--- config.mk ---
export PLATFORM = sky130hd
export DESIGN_NAME = seg_scan_ctrl_flat
export DESIGN_NICKNAME = d
export VERILOG_FILES = /design/src/rtl/seg_scan_ctrl_pkg.sv /design/src/rtl/seg_scan_ctrl_if.sv /design/src/rtl/seg_hex_decode.sv /design/src/rtl/seg_scan_ctrl.sv /design/src/flat_wrapper.sv
export SDC_FILE = /design/constraint.sdc
export NUM_CORES = 1
export LEC_CHECK = 0
export ABC_CLOCK_PERIOD_IN_PS = 5460
export CELL_PAD_IN_SITES_DETAIL_PLACEMENT = 1
export CELL_PAD_IN_SITES_GLOBAL_PLACEMENT = 1
export CORE_ASPECT_RATIO = 1.75
export CORE_MARGIN = 2
export CORE_UTILIZATION = 53
export DETAILED_ROUTE_END_ITERATION = 10
export DONT_BUFFER_PORTS = 1
export PLACE_DENSITY_LB_ADDON = 0.1
export SETUP_SLACK_MARGIN = 0.02
export SYNTH_ARGS = -nofsm -noshare
export SYNTH_HDL_FRONTEND = slang
export SYNTH_SLANG_ARGS = --single-unit
--- constraint.sdc ---
create_clock -name clk -period 5.46 [get_ports clk]
set_input_delay 1.092 -clock clk [delete_from_list [all_inputs] [get_ports clk]]
set_output_delay 1.092 -clock clk [all_outputs]
set_load 0.05 [all_outputs]
--- src/rtl/seg_scan_ctrl_pkg.sv ---
// seg_scan_ctrl_pkg
//   Shared constants for the 3-digit 7-segment scan path:
//   - NDIG        : number of multiplexed digits
//   - AN_OFF      : all anodes off (active-low)
//   - SEG_BLANK   : all segments off (active-low)
//   - ST_BLANK / ST_SHOW : per-slot phase encoding
//   - HEX_GLYPH   : active-low {g,f,e,d,c,b,a} glyphs for 0..F
//   - hex_glyph() : table lookup helper
package seg_scan_ctrl_pkg;

    localparam int NDIG = 3;

    localparam logic [2:0] AN_OFF    = 3'b111;
    localparam logic [6:0] SEG_BLANK = 7'h7F;

    localparam logic [0:0] ST_BLANK = 1'b0;
    localparam logic [0:0] ST_SHOW  = 1'b1;

    localparam logic [6:0] HEX_GLYPH [16] = '{
        7'h40, 7'h79, 7'h24, 7'h30, 7'h19, 7'h12, 7'h02, 7'h78,
        7'h00, 7'h10, 7'h08, 7'h03, 7'h46, 7'h21, 7'h06, 7'h0E
    };

    function automatic logic [6:0] hex_glyph(input logic [3:0] val);
        return HEX_GLYPH[val];
    endfunction

endpackage

--- src/rtl/seg_scan_ctrl_if.sv ---
// seg_scan_ctrl_if
//   Bundle between the core-side digit sources and the scan controller.
//   There is no handshake on this bus: digit values, enables and blink
//   requests are level signals sampled every clock; outputs are registered
//   levels (frame_tick is a single-cycle pulse).
//   Signals:
//     d0, d1, d2   : hex nibble per digit (core -> controller)
//     en, blink    : per-digit enable / blink request (core -> controller)
//     seg, an      : active-low segment and anode pins (controller -> board)
//     frame_tick   : pulse on the first cycle of each new frame
//     blink_phase  : 1 = blinking digits currently dark
//     state_dbg    : current slot phase (ST_BLANK / ST_SHOW)
//   Modports: master = digit source side, slave = scan controller.
interface seg_scan_ctrl_if;

    logic [3:0] d0;
    logic [3:0] d1;
    logic [3:0] d2;
    logic [2:0] en;
    logic [2:0] blink;
    logic [6:0] seg;
    logic [2:0] an;
    logic       frame_tick;
    logic       blink_phase;
    logic       state_dbg;

    modport master (
        output d0, d1, d2, en, blink,
        input  seg, an, frame_tick, blink_phase, state_dbg
    );

    modport slave (
        input  d0, d1, d2, en, blink,
        output seg, an, frame_tick, blink_phase, state_dbg
    );

endinterface

--- src/rtl/seg_hex_decode.sv ---
// seg_hex_decode
//   Combinational hex nibble to active-low 7-segment glyph ({g,f,e,d,c,b,a}).
//   Ports:
//     val : 4-bit hex value
//     seg : 7-bit active-low segment pattern
module seg_hex_decode
    import seg_scan_ctrl_pkg::*;
(
    input  logic [3:0] val,
    output logic [6:0] seg
);

    assign seg = hex_glyph(val);

endmodule

--- src/rtl/seg_scan_ctrl.sv ---
// seg_scan_ctrl
//   Round-robin time-multiplexer for a 3-digit common-anode 7-segment display.
//   Each digit owns DIV clock cycles; the first BLANK cycles of a slot keep
//   every anode off to suppress ghosting. The digit value is latched once per
//   slot at the start of its SHOW phase. Per-digit enable and blink are applied
//   every cycle. Blink phase toggles every 2^BLINK_LOG frames.
//   Ports:
//     clk : rising-edge clock
//     rst : asynchronous active-high reset
//     bus : seg_scan_ctrl_if.slave (digit inputs, seg/an pins, status)
module seg_scan_ctrl
    import seg_scan_ctrl_pkg::*;
#(
    parameter int DIV       = 50000,
    parameter int BLANK     = 500,
    parameter int BLINK_LOG = 6
) (
    input  logic             clk,
    input  logic             rst,
    seg_scan_ctrl_if.slave   bus
);

    localparam int CW = (DIV > 1) ? $clog2(DIV) : 1;

    if (DIV < 2 || BLANK < 0 || BLANK >= DIV || BLINK_LOG < 1) begin : g_param_check
        $fatal(1, "seg_scan_ctrl: illegal parameters (need DIV>=2, 0<=BLANK<DIV, BLINK_LOG>=1)");
    end

    logic [CW-1:0]        cnt_q, cnt_d;
    logic [1:0]           idx_q, idx_d;
    logic [BLINK_LOG-1:0] frame_cnt_q, frame_cnt_d;
    logic                 blink_phase_q, blink_phase_d;
    logic                 frame_tick_q, frame_tick_d;
    logic [3:0]           val_q, val_d;
    logic [0:0]           state_q, state_d;
    logic [2:0]           an_q, an_d;
    logic [6:0]           seg_q, seg_d;

    logic                 cnt_wrap;
    logic                 frame_end;
    logic [3:0]           digit_sel;
    logic                 lit;
    logic [6:0]           glyph;

    // Decode the post-edge latched value so seg lines up with an.
    seg_hex_decode u_dec (
        .val (val_d),
        .seg (glyph)
    );

    always_comb begin
        cnt_wrap      = (int'(cnt_q) == DIV - 1);
        frame_end     = cnt_wrap && (idx_q == 2'(NDIG - 1));
        cnt_d         = cnt_wrap ? '0 : cnt_q + 1'b1;

        idx_d         = idx_q;
        if (cnt_wrap) begin
            idx_d = (idx_q == 2'(NDIG - 1)) ? 2'd0 : idx_q + 2'd1;
        end

        frame_tick_d  = frame_end;
        frame_cnt_d   = frame_cnt_q;
        blink_phase_d = blink_phase_q;
        if (frame_end) begin
            frame_cnt_d = frame_cnt_q + 1'b1;
            if (frame_cnt_d == '0) begin
                blink_phase_d = ~blink_phase_q;
            end
        end

        state_d = (int'(cnt_d) >= BLANK) ? ST_SHOW : ST_BLANK;

        case (idx_d)
            2'd0:    digit_sel = bus.d0;
            2'd1:    digit_sel = bus.d1;
            default: digit_sel = bus.d2;
        endcase

        // Capture once per slot, on the edge entering SHOW (cnt becomes BLANK).
        val_d = (int'(cnt_d) == BLANK) ? digit_sel : val_q;

        // Everything below uses post-edge values: zero-cycle phase latency.
        lit   = (state_d == ST_SHOW) && bus.en[idx_d] &&
                !(bus.blink[idx_d] && blink_phase_d);
        an_d  = lit ? ~(3'b001 << idx_d) : AN_OFF;
        seg_d = lit ? glyph : SEG_BLANK;
    end

    always_ff @(posedge clk or posedge rst) begin
        if (rst) begin
            cnt_q         <= '0;
            idx_q         <= 2'd0;
            frame_cnt_q   <= '0;
            blink_phase_q <= 1'b0;
            frame_tick_q  <= 1'b0;
            val_q         <= 4'd0;
            state_q       <= ST_BLANK;
            an_q          <= AN_OFF;
            seg_q         <= SEG_BLANK;
        end else begin
            cnt_q         <= cnt_d;
            idx_q         <= idx_d;
            frame_cnt_q   <= frame_cnt_d;
            blink_phase_q <= blink_phase_d;
            frame_tick_q  <= frame_tick_d;
            val_q         <= val_d;
            state_q       <= state_d;
            an_q          <= an_d;
            seg_q         <= seg_d;
        end
    end

    assign bus.seg         = seg_q;
    assign bus.an          = an_q;
    assign bus.frame_tick  = frame_tick_q;
    assign bus.blink_phase = blink_phase_q;
    assign bus.state_dbg   = state_q[0];

endmodule

--- src/flat_wrapper.sv ---
// flat-port wrapper written by rule: the top's interface ports become plain ports
module seg_scan_ctrl_flat import seg_scan_ctrl_pkg::*;
#(
    parameter int DIV       = 50000,
    parameter int BLANK     = 500,
    parameter int BLINK_LOG = 6
)
  (clk, rst, bus_d0, bus_d1, bus_d2, bus_en, bus_blink, bus_seg, bus_an, bus_frame_tick, bus_blink_phase, bus_state_dbg);
  seg_scan_ctrl_if bus_i ();
  input  logic clk;
  input  logic rst;
  input wire logic [$bits(bus_i.d0)-1:0] bus_d0;
  input wire logic [$bits(bus_i.d1)-1:0] bus_d1;
  input wire logic [$bits(bus_i.d2)-1:0] bus_d2;
  input wire logic [$bits(bus_i.en)-1:0] bus_en;
  input wire logic [$bits(bus_i.blink)-1:0] bus_blink;
  output wire logic [$bits(bus_i.seg)-1:0] bus_seg;
  output wire logic [$bits(bus_i.an)-1:0] bus_an;
  output wire logic [$bits(bus_i.frame_tick)-1:0] bus_frame_tick;
  output wire logic [$bits(bus_i.blink_phase)-1:0] bus_blink_phase;
  output wire logic [$bits(bus_i.state_dbg)-1:0] bus_state_dbg;
  assign bus_i.d0 = bus_d0;
  assign bus_i.d1 = bus_d1;
  assign bus_i.d2 = bus_d2;
  assign bus_i.en = bus_en;
  assign bus_i.blink = bus_blink;
  assign bus_seg = bus_i.seg;
  assign bus_an = bus_i.an;
  assign bus_frame_tick = bus_i.frame_tick;
  assign bus_blink_phase = bus_i.blink_phase;
  assign bus_state_dbg = bus_i.state_dbg;
  seg_scan_ctrl #(.DIV(DIV), .BLANK(BLANK), .BLINK_LOG(BLINK_LOG)) u_core (.clk(clk), .rst(rst), .bus(bus_i));
endmodule
==> metrics.yaml <==
p_per_area_nw_per_um2: 190.9
die_area_um2: 5661
critical-path-slowest-cell: "nor4_4"
grt_use_total_pct: 27.73
clk_path_buf_depth: 2
htreeDepth: 2
critical_path_buf_inv_count: 2
seqCellArea_um2: 1039
timing.reg2reg.setup_slack_ns: 1.55
async_flop_share_pct: 100.0
synth_warnings: 0
synthFlopType: "dfrtp_1"
synthTopCellsByArea: "dfrtp_1, dfstp_2, mux2i_1"
globalplace.congestion: 0.8576
internal_power_uw: 411.8
slew_viol_final: 0
layout_common_cells: "nand2_1, dfrtp_1, nor2_1, mux2i_1"
drt-initial-drc-count: 53
pwr-share-clk_pct: 39.7
cts.sinks: 41
final_nets: 302
fin_cells: 329
wl_per_cell_um: 21.09
cts_tree: "yes"
hold_violations: 0
synth_top_area_cell: "dfrtp_1"
postRouteAntennaNets: 0
rr_startpoint: "u_core.cnt_q[0]"
total_power_uw: 531.0
cp.arrival_ns: 4.13
post_cts_resized: 0
fp.dieH_um: 98.05
min_to: "u_core.frame_cnt_q[5]"
hold_path.class: "flop to flop"
coreArea_um2: 4935
drt-vias-per-instance: 6.173
portBuffers: 0
p_switching_uw: 119.2
clock_skew_ns: 0.003284
setup_violations: 0
cts_buffers: 5
post-route-period-util_pct: 71.57
gr-total-overflow: 0
setup_ws_ns: 1.552
synth-edff-count: 0
drive_gt1_share_pct: 14.55
stdcell_area_um2: 2781
drcViolationCount: 0
path_common_cell: "ha_1"
critical_path_class: "flop to flop"
pwr-share-seq_pct: 57.2
die_x_um: 57.74
leakage_nw: 1.291
netSwitchingFraction_pct: 22.45
r2r-end: "u_core.bus.seg[3]"
hold_buffers: 0
ys_seq_area_share_pct: 38.77
end_kind: "flop"
grt_pass1_vias: 2383
rsz0062_at_grt: "false"
startpoint_type: "flop"
dpl_cell_area_um2: 2688
syn_inst: 278
io_pins: 33
place_ws_ns: 1.551
path_cells: "ha_1 -> and3_1 -> nand4_1 -> o21ai_0 -> a21oi_1 -> nor4_4 -> mux2_2 -> inv_2 -> ha_1 -> inv_1 -> mux2_1 -> a32oi_1"
grt_pass1_wl_um: 11940
syn_area_per_cell_um2: 9.636
nFillCells: 572
cts_setup_buffers: 0
utilization_pct: 56.36
synth.top_cell.area_share_pct: 28.96
hold_ws_ns: 0.5020
fp-row-count: 34
status: "finished, final reports clean"
slowest_delay_ns: 0.70
multi_input_area_um2: 1506
clock_latency_ns: 0.30
antenna_found_initial: 0
clkTransAtPathRegs_ns: 0.08
fmax_ghz: 0.2559
hold_depth: 1
syn_area_um2: 2679
worst_pin_slew_ns: 0.7997
critical_path_required_ns: 5.68
wl_um: 6939
dp.cells: 321
diodes: 0
fin_crit_ns: 3.908
first_pass_iters: 4
worstPathMaxFanout: 13
worstHoldStart: "u_core.frame_cnt_q[5]"
vdd_drop_max_mv: 0.1353
layout_commonest_cell: "nand2_1"
synth_fp_nets: 306
vias: 2031
path_delay_family: "simple AND/OR/NAND/NOR gates"
ys_ff_latch: 41
cts_root_buffer: "clkbuf_8"
grt_max_degree: 42
tns_ns: 0
combPwrFrac_pct: 3.1
maxCapViolCount: 0
synthDistinctLibCells: 60
reg2reg_depth: 12
max_slew_margin_pct: 46.29
crit_start: "u_core.cnt_q[0]"
initial_core_util_pct: 54.28
synthToLayoutAreaGrowth_pct: 3.830
dp.final_hpwl_um: 5513
## registers in the layout (all words and copies together), names as in the netlist
register                flops
u_core.idx_q                2
u_core.bus.blink_phase      1
u_core.cnt_q               16
u_core.val_q                4
u_core.bus.frame_tick       1
u_core.bus.seg              7
u_core.frame_cnt_q          6
u_core.bus.state_dbg        1
u_core.bus.an               3
## cells in the mapped netlist, drive strengths merged, types with 7 or more instances
master  number
and3         7
buf          8
dfrtp       31
dfstp       10
ha           8
inv         16
mux2         8
mux2i       16
nand2       36
nand3       15
nor2        23
nor3         7
xnor2       14
xor2         8
## worst reg2reg max path, cell delays in order (launching register included)
cell     delay, ns
dfrtp_1       0.44
ha_1          0.23
and3_1        0.25
nand4_1       0.53
o21ai_0       0.26
a21oi_1       0.15
nor4_4        0.70
mux2_2        0.46
inv_2         0.08
ha_1          0.18
inv_1         0.08
mux2_1        0.31
a32oi_1       0.17
## worst max path at each step
stage / end / slack [ns] / cells after the start
6_report: u_core.bus.seg[3] / 1.55 / 12
4_1_cts: u_core.bus.seg[3] / 1.53 / 12
5_1_grt: u_core.bus.seg[3] / 1.14 / 12
3_3_place_gp: u_core.bus.seg[3] / 1.73 / 11
2_1_floorplan: u_core.bus.seg[3] / 2.31 / 14
3_5_place_dp: u_core.bus.seg[3] / 1.55 / 12
## power groups by stage
stage / registers, mW / clock network, mW / logic [mW]
after global routing: 0.304 / 0.225 / 0.0186
after global placement: 0.309 / 0 / 0.0163
after detailed placement: 0.309 / 0 / 0.0170
after CTS: 0.304 / 0.215 / 0.0170
final: 0.304 / 0.211 / 0.0163
after floorplan: 0.309 / 0 / 0.0125
## cell families after synthesis
group	synth area share [%]
and+or+nand+nor	26.06
DFF	38.77
AOI/OAI and AO/OA	9.763
buffers and inverters	4.998
muxes	9.481
xor gates and xnor gates	7.193
adders and majority gates	3.737
## area by class of cell
type,instances,area share [%]
Multi-Input combinational cell,208,54.16
Sequential cell,41,37.34
Clock inverter,1,0.2699
Clock buffer,7,3.104
Tap cell,54,2.429
Timing Repair Buffer,2,0.5398
Inverter,16,2.159
## metal layers
layer / wire [um] / global-route usage, % / vias up
li1: - / - / 965
met1: 2316 / 26.77 / 1008
met2: 4059 / 52.80 / 35
met3: 227 / 5.166 / 23
met4: 335 / 14.13 / 0
met5: 0 / 0 / -
No activity file was read; power rests on OpenSTA's default activity.
